**src/rtl/cordic_pkg.sv**
```systemverilog
// Shared CORDIC constants and types for the polar<->rect datapaths.
// Angles are signed centidegrees (4500 = 45.00 deg); gain correction is 607/1000.
// Contents: ATAN micro-rotation table, gain constants, angle constants, FSM state type.
package cordic_pkg;

    localparam int unsigned ATAN_N  = 8;
    localparam int unsigned ANG_W   = 16;

    localparam logic signed [31:0] K_NUM = 32'sd607;
    localparam logic signed [31:0] K_DEN = 32'sd1000;

    localparam logic signed [15:0] ANG_90      = 16'sd9000;
    localparam logic signed [15:0] NEG_ANG_90  = -16'sd9000;
    localparam logic signed [15:0] ANG_180     = 16'sd18000;
    localparam logic signed [15:0] NEG_ANG_180 = -16'sd18000;
    // 36000 does not fit a signed 16-bit value, so it lives in 17 bits
    localparam logic signed [16:0] ANG_360     = 17'sd36000;

    typedef enum logic [2:0] {
        S_IDLE  = 3'd0,
        S_PRE   = 3'd1,
        S_ROT   = 3'd2,
        S_SCALE = 3'd3,
        S_OUT   = 3'd4
    } state_t;

    // atan(2^-i) in centidegrees
    function automatic logic signed [15:0] atan_lut(input logic [2:0] idx);
        case (idx)
            3'd0: return 16'sd4500;
            3'd1: return 16'sd2657;
            3'd2: return 16'sd1404;
            3'd3: return 16'sd713;
            3'd4: return 16'sd358;
            3'd5: return 16'sd179;
            3'd6: return 16'sd89;
            3'd7: return 16'sd44;
        endcase
    endfunction

endpackage

```
**src/rtl/cordic_polar2rect_if.sv**
```systemverilog
// Handshake bundle for cordic_polar2rect.
// Input side : in_valid/in_ready, r_in (W, signed), ang_in (16, signed centidegrees)
// Output side: out_valid/out_ready, x_out/y_out (W, signed), ang_err (CORDIC_ANGERR_EN only)
// master = operand producer / result consumer, slave = the CORDIC engine.
interface cordic_polar2rect_if #(
    parameter int unsigned W = 16
);
    logic                 in_valid;
    logic                 in_ready;
    logic signed [W-1:0]  r_in;
    logic signed [15:0]   ang_in;
    logic                 out_valid;
    logic                 out_ready;
    logic signed [W-1:0]  x_out;
    logic signed [W-1:0]  y_out;
`ifdef CORDIC_ANGERR_EN
    logic                 ang_err;
`endif

    modport master (
        output in_valid, output r_in, output ang_in, output out_ready,
        input  in_ready, input out_valid, input x_out, input y_out
`ifdef CORDIC_ANGERR_EN
        , input ang_err
`endif
    );

    modport slave (
        input  in_valid, input r_in, input ang_in, input out_ready,
        output in_ready, output out_valid, output x_out, output y_out
`ifdef CORDIC_ANGERR_EN
        , output ang_err
`endif
    );

endinterface

```
**src/rtl/cordic_micro_rot.sv**
```systemverilog
// One CORDIC rotation-mode micro-step (combinational); time-shared by the engine.
// Ports: i_x/i_y (DW signed), i_z (16 signed residual angle), i_shift (step index),
//        i_atan (atan(2^-i) centidegrees) -> o_x/o_y/o_z after the step.
module cordic_micro_rot #(
    parameter int unsigned DW = 18
) (
    input  logic signed [DW-1:0] i_x,
    input  logic signed [DW-1:0] i_y,
    input  logic signed [15:0]   i_z,
    input  logic        [2:0]    i_shift,
    input  logic signed [15:0]   i_atan,
    output logic signed [DW-1:0] o_x,
    output logic signed [DW-1:0] o_y,
    output logic signed [15:0]   o_z
);

    logic signed [DW-1:0] w_xs;
    logic signed [DW-1:0] w_ys;

    assign w_xs = i_x >>> i_shift;
    assign w_ys = i_y >>> i_shift;

    // Rotate toward z=0; both coordinate updates use the pre-step x/y
    always_comb begin
        if (i_z >= 16'sd0) begin
            o_x = i_x - w_ys;
            o_y = i_y + w_xs;
            o_z = i_z - i_atan;
        end else begin
            o_x = i_x + w_ys;
            o_y = i_y - w_xs;
            o_z = i_z + i_atan;
        end
    end

endmodule

```
**src/rtl/cordic_polar2rect.sv**
```systemverilog
// Iterative CORDIC polar->rect engine, one micro-rotation per clock.
// Ports: clk, rst (async, active-high), bus (cordic_polar2rect_if.slave):
//   in_valid/in_ready/r_in/ang_in in, out_valid/out_ready/x_out/y_out out.
// Parameters: W data width (internal x/y is W+2), ITER micro-rotations (1..8).
// Optional macro CORDIC_ANGERR_EN: out-of-range angles yield x=y=0 with ang_err=1;
// without it such angles are folded by +/-36000 at latch time.
module cordic_polar2rect
    import cordic_pkg::*;
#(
    parameter int unsigned W    = 16,
    parameter int unsigned ITER = 8
) (
    input  logic                    clk,
    input  logic                    rst,
    cordic_polar2rect_if.slave      bus
);

    localparam int unsigned DW = W + 2;
    localparam logic signed [31:0] SAT_MAX = (32'sd1 <<< (W - 1)) - 32'sd1;
    localparam logic signed [31:0] SAT_MIN = -SAT_MAX - 32'sd1;

    state_t               r_state;
    logic                 r_in_ready;
    logic                 r_out_valid;
    logic signed [W-1:0]  r_x_out;
    logic signed [W-1:0]  r_y_out;
    logic signed [DW-1:0] r_x;
    logic signed [DW-1:0] r_y;
    logic signed [15:0]   r_z;
    logic        [2:0]    r_i;

    logic signed [DW-1:0] w_rx;
    logic signed [DW-1:0] w_ry;
    logic signed [15:0]   w_rz;
    logic signed [15:0]   w_atan;
    logic signed [31:0]   w_qx;
    logic signed [31:0]   w_qy;

`ifdef CORDIC_ANGERR_EN
    logic                 r_err;
    logic                 r_ang_err;
    logic                 w_ang_bad;

    assign w_ang_bad = (bus.ang_in > ANG_180) || (bus.ang_in < NEG_ANG_180);
    assign bus.ang_err = r_ang_err;
`else
    logic signed [16:0]   w_ang_ext;
    logic signed [15:0]   w_z_fold;

    assign w_ang_ext = 17'(bus.ang_in);

    // A single +/-360 fold always lands in range for a 16-bit angle
    always_comb begin
        w_z_fold = bus.ang_in;
        if (bus.ang_in > ANG_180) begin
            w_z_fold = 16'(w_ang_ext - ANG_360);
        end else if (bus.ang_in < NEG_ANG_180) begin
            w_z_fold = 16'(w_ang_ext + ANG_360);
        end
    end
`endif

    assign bus.in_ready  = r_in_ready;
    assign bus.out_valid = r_out_valid;
    assign bus.x_out     = r_x_out;
    assign bus.y_out     = r_y_out;

    assign w_atan = atan_lut(r_i);

    cordic_micro_rot #(.DW(DW)) u_rot (
        .i_x     (r_x),
        .i_y     (r_y),
        .i_z     (r_z),
        .i_shift (r_i),
        .i_atan  (w_atan),
        .o_x     (w_rx),
        .o_y     (w_ry),
        .o_z     (w_rz)
    );

    // Gain correction; signed division truncates toward zero
    assign w_qx = (32'(r_x) * K_NUM) / K_DEN;
    assign w_qy = (32'(r_y) * K_NUM) / K_DEN;

    function automatic logic signed [W-1:0] sat_w(input logic signed [31:0] v);
        if (v > SAT_MAX) return W'(SAT_MAX);
        if (v < SAT_MIN) return W'(SAT_MIN);
        return W'(v);
    endfunction

    // Control FSM and datapath registers
    always_ff @(posedge clk or posedge rst) begin
        if (rst) begin
            r_state     <= S_IDLE;
            r_in_ready  <= 1'b1;
            r_out_valid <= 1'b0;
            r_x_out     <= '0;
            r_y_out     <= '0;
            r_x         <= '0;
            r_y         <= '0;
            r_z         <= '0;
            r_i         <= '0;
`ifdef CORDIC_ANGERR_EN
            r_err       <= 1'b0;
            r_ang_err   <= 1'b0;
`endif
        end else begin
            case (r_state)
                S_IDLE: begin
                    if (bus.in_valid) begin
                        r_in_ready <= 1'b0;
                        r_y        <= '0;
`ifdef CORDIC_ANGERR_EN
                        if (w_ang_bad) begin
                            r_x     <= '0;
                            r_z     <= '0;
                            r_err   <= 1'b1;
                            r_state <= S_SCALE;
                        end else begin
                            r_x     <= DW'(bus.r_in);
                            r_z     <= bus.ang_in;
                            r_err   <= 1'b0;
                            r_state <= S_PRE;
                        end
`else
                        r_x     <= DW'(bus.r_in);
                        r_z     <= w_z_fold;
                        r_state <= S_PRE;
`endif
                    end
                end
                S_PRE: begin
                    // Pre-rotate by +/-90 so the residual fits CORDIC convergence range
                    if (r_z > ANG_90) begin
                        r_x <= '0;
                        r_y <= r_x;
                        r_z <= r_z - ANG_90;
                    end else if (r_z < NEG_ANG_90) begin
                        r_x <= '0;
                        r_y <= -r_x;
                        r_z <= r_z + ANG_90;
                    end
                    r_i     <= '0;
                    r_state <= S_ROT;
                end
                S_ROT: begin
                    r_x <= w_rx;
                    r_y <= w_ry;
                    r_z <= w_rz;
                    r_i <= r_i + 3'd1;
                    if (r_i == 3'(ITER - 1)) begin
                        r_state <= S_SCALE;
                    end
                end
                S_SCALE: begin
                    r_x_out     <= sat_w(w_qx);
                    r_y_out     <= sat_w(w_qy);
                    r_out_valid <= 1'b1;
`ifdef CORDIC_ANGERR_EN
                    r_ang_err   <= r_err;
`endif
                    r_state     <= S_OUT;
                end
                S_OUT: begin
                    if (bus.out_ready) begin
                        r_out_valid <= 1'b0;
                        r_in_ready  <= 1'b1;
`ifdef CORDIC_ANGERR_EN
                        r_ang_err   <= 1'b0;
`endif
                        r_state     <= S_IDLE;
                    end
                end
                default: begin
                    r_state     <= S_IDLE;
                    r_in_ready  <= 1'b1;
                    r_out_valid <= 1'b0;
                end
            endcase
        end
    end

endmodule

```
**src/flat_wrapper.sv**
```systemverilog
// flat-port wrapper written by rule: the top's interface ports become plain ports
module cordic_polar2rect_flat import cordic_pkg::*;
#(
    parameter int unsigned W    = 16,
    parameter int unsigned ITER = 8
)
  (clk, rst, bus_in_valid, bus_r_in, bus_ang_in, bus_out_ready, bus_in_ready, bus_out_valid, bus_x_out, bus_y_out);
  cordic_polar2rect_if #(.W(W)) bus_i ();
  input  logic clk;
  input  logic rst;
  input wire logic [$bits(bus_i.in_valid)-1:0] bus_in_valid;
  input wire logic [$bits(bus_i.r_in)-1:0] bus_r_in;
  input wire logic [$bits(bus_i.ang_in)-1:0] bus_ang_in;
  input wire logic [$bits(bus_i.out_ready)-1:0] bus_out_ready;
  output wire logic [$bits(bus_i.in_ready)-1:0] bus_in_ready;
  output wire logic [$bits(bus_i.out_valid)-1:0] bus_out_valid;
  output wire logic [$bits(bus_i.x_out)-1:0] bus_x_out;
  output wire logic [$bits(bus_i.y_out)-1:0] bus_y_out;
  assign bus_i.in_valid = bus_in_valid;
  assign bus_i.r_in = bus_r_in;
  assign bus_i.ang_in = bus_ang_in;
  assign bus_i.out_ready = bus_out_ready;
  assign bus_in_ready = bus_i.in_ready;
  assign bus_out_valid = bus_i.out_valid;
  assign bus_x_out = bus_i.x_out;
  assign bus_y_out = bus_i.y_out;
  cordic_polar2rect #(.W(W), .ITER(ITER)) u_core (.clk(clk), .rst(rst), .bus(bus_i));
endmodule
```
**config.mk**
```make
export PLATFORM = sky130hd
export DESIGN_NAME = cordic_polar2rect_flat
export DESIGN_NICKNAME = d
export VERILOG_FILES = /design/src/rtl/cordic_pkg.sv /design/src/rtl/cordic_polar2rect_if.sv /design/src/rtl/cordic_micro_rot.sv /design/src/rtl/cordic_polar2rect.sv /design/src/flat_wrapper.sv
export SDC_FILE = /design/constraint.sdc
export NUM_CORES = 1
export LEC_CHECK = 0
export CORE_MARGIN = 4
export CORE_UTILIZATION = 45
export CTS_CLUSTER_SIZE = 28
export DETAILED_ROUTE_END_ITERATION = 7
export SLEW_MARGIN = 5
export SYNTH_ARGS = -nofsm -noshare
export SYNTH_HDL_FRONTEND = slang
export SYNTH_SLANG_ARGS = --single-unit
```
**constraint.sdc**
```tcl
create_clock -name clk -period 58.6 [get_ports clk]
set_input_delay 8.79 -clock clk [delete_from_list [all_inputs] [get_ports clk]]
set_output_delay 8.79 -clock clk [all_outputs]
set_load 0.05 [all_outputs]
```
# [Yosys cells after proc, flatten, opt, wreduce, memory -nomap -nowiden]
# Memories as Yosys holds them, arrays and structs flattened.
# Cells that the tools add are included.
[word_totals] reg_bits=92 rom_bits=104 input_bits=36 out_inout_bits=34 elab_cells=102 memories=1
[classes] add_sub_neg=12 multipliers=2 div=2 magnitude_cmp=9 n_eq_ne=9 shifts=2 n_mux=45 n_bitwise=2 reduce_logical=9
[memory_table] name="(no name shown)" words=8 word_bits=13 read_ports=1 rd_clocked_by_memory_dff=0 write_ports=0 line_no="cordic_pkg.sv:29" rtl="case (idx)"
[op_table] operator="$mux W16" n=14
[op_table] operator="$mux W18" n=8
[op_table] operator="$pmux W18 S3" n=2
[op_table] operator="$div A32 B11 Y32 const B" n=2
[op_table] operator="$gt A32 B16 Y1 const B" n=2
[op_table] operator="$lt A32 B16 Y1 const B" n=2
[op_table] operator="$mul A18 B11 Y29 const B" n=2
[op_table] operator="$pmux W16 S3" n=1
[op_table] operator="$add A18 B18 Y18" n=2
[op_table] operator="$sshr A18 B3 Y18" n=2
[op_table] operator="$sub A18 B18 Y18" n=2
[op_table] operator="$neg A18 Y18" n=1
[op_table] operator="$add A16 B15 Y16 const B" n=1
[op_table] operator="$add A16 B16 Y16" n=1
[op_table] operator="$add A16 B16 Y16 const B" n=1
[op_table] operator="$ge A16 B1 Y1 const B" n=1
[op_table] operator="$gt A16 B15 Y1 const B" n=1
[op_table] operator="$gt A16 B16 Y1 const B" n=1
[op_table] operator="$lt A16 B15 Y1 const B" n=1
[op_table] operator="$lt A16 B16 Y1 const B" n=1
[op_table] operator="$sub A16 B15 Y16 const B" n=1
[op_table] operator="$sub A16 B16 Y16" n=1
[op_table] operator="$sub A16 B16 Y16 const B" n=1
[op_table] operator="$pmux W3 S5" n=1
[op_table] operator="other kinds (18)" n=40

# [Depth between registers and ports, before layout]
[logic_depth] word_depth=9 mapped_depth=86 mapped_depth_nobuf=72

# [By module]
# A second synthesis with hierarchy kept.
[unflattened] hier_cells=4362 hier_area_um2=33512.1
[modules_own_cells] mod="cordic_polar2rect" instances=1 cells_per_inst=3721 area_per_inst_um2=28604.9 seq_area_each_um2=2303.5
[modules_own_cells] mod="cordic_micro_rot" instances=1 cells_per_inst=641 area_per_inst_um2=4907.2 seq_area_each_um2=0.0

# [Worst setup path after synthesis]
# Ideal clock, no wire load.
[synth_path] kind="register to register" start="register u_core.r_y[2]" end="register u_core.r_y_out[0], in the netlist u_core.bus.y_out[0]" setup_time_ns=0.140 t_arrival_ns=18.910 required_time_ns=58.460 setup_slack_ns=39.551 stages_incl_launch_ff=76 path_buffers=6 period_less_slack_ns=19.049 path_cell_list="dfrtp_1 > inv_1 > fa_1 > inv_1 > ha_1 > inv_1 > fa_1 > fa_1 > fa_1 > inv_1 > ha_1 > buf_2 > a21o_1 > a221o_1 > a2111oi_2 > o32ai_1 > or3_4 > a2111oi_4 > [... 40 more ...] > a31oi_1 > or2_1 > buf_4 > mux2i_1 > a2111oi_2 > o211ai_1 > o2111ai_1 > a211oi_2 > a211oi_1 > ha_1 > nand2_1 > nor4_1 > nor3_1 > o21ai_0 > o311ai_1 > a2111oi_4 > buf_6 > a211oi_2"
[synth_via] elab_chain_cells=8 elab_cells_between_ends=12 cone_classes="mul (1); div (1); order compare (2); mux (8)"
[synth_rtl] element="start, declared" line_no="cordic_polar2rect.sv:28" rtl="logic signed [DW-1:0] r_y;"
[synth_rtl] element="start signal, assigned" line_no="cordic_polar2rect.sv:136" rtl="r_y <= r_x;"
[synth_rtl] element="start signal, assigned" line_no="cordic_polar2rect.sv:140" rtl="r_y <= -r_x;"
[synth_rtl] element="start signal, assigned" line_no="cordic_polar2rect.sv:148" rtl="r_y <= w_ry;"
[synth_rtl] element="$mul A18 B11 Y29 (*)" line_no="cordic_polar2rect.sv:83" rtl="assign w_qy = (32'(r_y) * K_NUM) / K_DEN;"
[synth_rtl] element="$div A32 B11 Y32 (*)" line_no="cordic_polar2rect.sv:83"
[synth_rtl] element="$lt A32 B16 Y1" line_no="cordic_polar2rect.sv:87" rtl="if (v < SAT_MIN) return W'(SAT_MIN);"
[synth_rtl] element="$mux W1 (2 in series)" line_no="cordic_polar2rect.sv:87"
[synth_rtl] element="$mux W1" line_no="cordic_polar2rect.sv:108" rtl="case (r_state)"
[synth_rtl] element="$mux W16" line_no="cordic_polar2rect.sv:88" rtl="return W'(v);"
[synth_rtl] element="$mux W16 (*)" line_no="cordic_polar2rect.sv:87"
[synth_rtl] element="end signal, assigned" line_no="cordic_polar2rect.sv:157" rtl="r_y_out <= sat_w(w_qy);"
[synth_rtl] element="end, declared" line_no="cordic_polar2rect.sv:26" rtl="logic signed [W-1:0] r_y_out;"
# Mark *: on every way between the ends. The rest lies on a longest branch, timed or not. The select of a mux whose other input is x is not followed.
# A chain may end at the register's enable or synchronous reset.

# [Worst setup path in the final report]
[layout_path] start="register u_core.r_y[8]" end="register u_core.r_y_out[12], in the netlist u_core.bus.y_out[12]"
# Same word-level chain as after synthesis.

==> summary.md <==
| Metric | Value |
|---|---|
| Final non-filler cell total | `5095` |
| Hold Buf Count CTS | `0` |
| Starting Density | `0.454` |
| Synthesized Nets | `4668` |
| Buffers and inverters on the worst path | `3` |
| Final WL | `94100 um` |
| Site Rows | `98` |
| Yosys reg bits | `92` |
| Synth unique cells | `146` |
| Cell count after synthesis | `4198` |
| Hold Path Cell Cnt | `2` |
| CTS tree | `yes` |
| RSZ-0062 raised after global routing | `false` |
| Maximum single-stage delay on the critical path | `950 ps` |
| DPL Wire Length | `74800 um` |
| Vias in the first global route | `29400` |
| Worst-path maximum fanout | `15` |
| Number of max-cap violations | `0` |
| Worst reg-to-reg path cell count | `67` |
| Post-CTS setup buffer count | `0` |
| First-pass GRT wire length | `155000 um` |
| Clock slew at reported path FFs | `90 ps` |
| Final setup fails | `0` |
| Startpoint Class | `flip-flop` |
| Grt total ovfl | `0` |
| Mapped Area | `32500 sq um` |
| Critical path's top delay family | `compound AO/OA/AOI/OAI gates` |
| Ys Warns | `0` |
| Routed vias/inst | `6.15` |
| Crit. End Element | `flip-flop` |
| Status | `finished clean` |
| Critical Path RT | `58880 ps` |
| Clk root buf | `clkbuf_16` |
| Critical path type | `reg -> reg` |
| ANT nets after route | `0` |
| Tot GR Track Use | `0.236` |
| # port buffers | `69` |
| Final period util | `0.414` |
| Main flop type after synthesis | `dfrtp_1` |
| Max Fclk | `41.2 MHz` |
| Via count | `31300` |
| Fin util | `0.478` |
| Proportion of layout cells with a drive suffix above 1 | `0.0671` |
| Critical Path AT | `24560 ps` |
| Initial antenna violation count | `0` |
| H-tree Lvls | `3` |
| Mean routed wirelength per cell | `18.5 um` |
| Final min period | `24290 ps` |
| Slew headroom | `0.162` |
| Max-slew violations | `0` |
| Pin count of the biggest net entering global routing | `67` |
| Clock Sink Count | `92` |
| Post-synth EDFFs | `0` |
| Layout net count | `4610` |
| GPL Wtd Cong | `0.916` |
| DRC viols | `0` |
| # resized after CTS | `0` |
| Placed instance count | `5079` |
| CP max stage cell | `nor3_1` |
| Setup_tns | `0 ps` |
| Worst Max-Slew Pin Slew | `1250 ps` |
| Placed cell areas | `33900 sq um` |
| Seq/Total Area, Yosys | `0.0708` |
| Final Instance Area | `34200 sq um` |
| Min-delay worst type | `reg -> reg` |
| Skew final | `28.7 ps` |
| DR iter-0 viols | `2458` |
| Clock Tree Buf Depth | `2` |
| Syn Area/Cell | `7.75 sq um` |
| I/O pin count | `70` |
| Area Overhead vs Synth | `5.16%` |
| Post-synth ARST share | `1.00` |
| Clock Latency Late Sink | `410 ps` |
| Router iterations before antenna repair | `6` |
| Total die area | `76700 sq um` |
| Core box area | `71600 sq um` |
| Num CTS Buffers | `9` |
| Die width | `277 um` |
| Crit path depth | `67` |
| Ant. Diodes | `0` |
| Die H | `277 um` |
| Hold Vio Cnt, Final | `0` |
==> kinds of logic (layout without fill, tap and decap cells) <==
| kind of cell | after synthesis | in the layout | synth area share |
|---|---|---|---|
| AOI/OAI and AO/OA | 1393 | 1393 | 0.319 |
| xor gates and xnor gates | 364 | 364 | 0.101 |
| adders and majority gates | 441 | 441 | 0.209 |
| buffers and inverters | 513 | 460 | 0.0627 |
| DFF | 92 | 92 | 0.0708 |
| muxes | 118 | 118 | 0.0433 |
| and+or+nand+nor | 1277 | 1277 | 0.194 |
==> tightest hold or removal path, stage by stage, from the launching register on <==
cell     delay (ps)
dfrtp_1         350
nand2_1          50
o21ai_1          60
==> Yosys cell counts, drive strengths merged, types with 65 or more instances <==
library cell	count	share of area
nor2	347	0.040
inv	345	0.040
nand2	343	0.040
a21oi	307	0.049
ha	263	0.10
xnor2	257	0.071
o21ai	250	0.040
fa	171	0.11
nor3	120	0.019
clkbuf	111	0.013
xor2	107	0.030
a21o	99	0.023
nand3	96	0.015
dfrtp	91	0.070
mux2i	78	0.025
a211oi	72	0.021
a31oi	65	0.016
==> cell type report <==
type / count / area, sq um
fillers: 7260 / 37400
multi-input cells: 3593 / 28200
flip-flops and latches: 92 / 2300
inverters: 348 / 1310
well taps: 950 / 1190
repair buffers: 96 / 893
clock buffers: 9 / 225
clock inverters: 7 / 88.8
==> cell usage in the layout (no fill, tap or decap), types with 20 or more instances in the layout <==
cell type and count:
nand2b_1 29, fa_1 171, nand2_1 339, o21a_1 30
ha_1 263, a211oi_1 45, o31ai_1 35, nor2b_1 25
a211oi_2 24, a21oi_1 295, nand4_1 30, nor2_1 342
mux2i_1 76, a31oi_1 55, xnor2_1 249, o21ai_1 62
nand3_1 95, clkdlybuf4s50_1 69, mux2_2 24, a21o_1 98
and3_1 50, and2_1 44, o22ai_1 37, or2_2 20
or3_1 46, nor3_1 116, o211ai_1 56, dfrtp_1 90
o21ai_0 181, xor2_1 103, a221oi_1 52, inv_1 343
nor4_1 27, buf_4 27
==> path summary, 6_finish.rpt <==
kind                                      from  slack, ps                   end
hold / removal             u_core.bus.x_out[8]        490   u_core.bus.x_out[8]
max in group asynchronous                  rst      48420         u_core.r_i[0]
setup reg to reg                 u_core.r_y[8]      34310  u_core.bus.y_out[12]
setup / recovery                 u_core.r_y[8]      34310  u_core.bus.y_out[12]
hold reg to reg            u_core.bus.x_out[8]        490   u_core.bus.x_out[8]
min in group asynchronous                  rst       8800   u_core.bus.y_out[8]
==> metal layers <==
metal,vias to the layer above,part of all wire,track usage
li1,15400,-,-
met1,15000,0.49,0.348
met2,825,0.45,0.385
met3,72,0.048,0.0218
met4,0,0.010,0.0311
met5,-,0,0
==> metrics by stage <==
step           setup WS (ps)  hold WS, ps
3_5_place_dp           34550          474
5_1_grt                32200          531
6_report               34310          486
2_1_floorplan          39550          518
3_3_place_gp           34530          470
4_1_cts                34450          493
==> registers in the layout, indices dropped and copies added, names as in the netlist <==
signal                cells
u_core.r_x               18
u_core.bus.y_out         16
u_core.r_state            3
u_core.bus.x_out         16
u_core.r_y               18
u_core.r_i                3
u_core.bus.out_valid      1
u_core.r_z               16
u_core.bus.in_ready       1
Power is not shown: default switching activity piles up to over one toggle a cycle in this logic, so the estimate is an artifact.
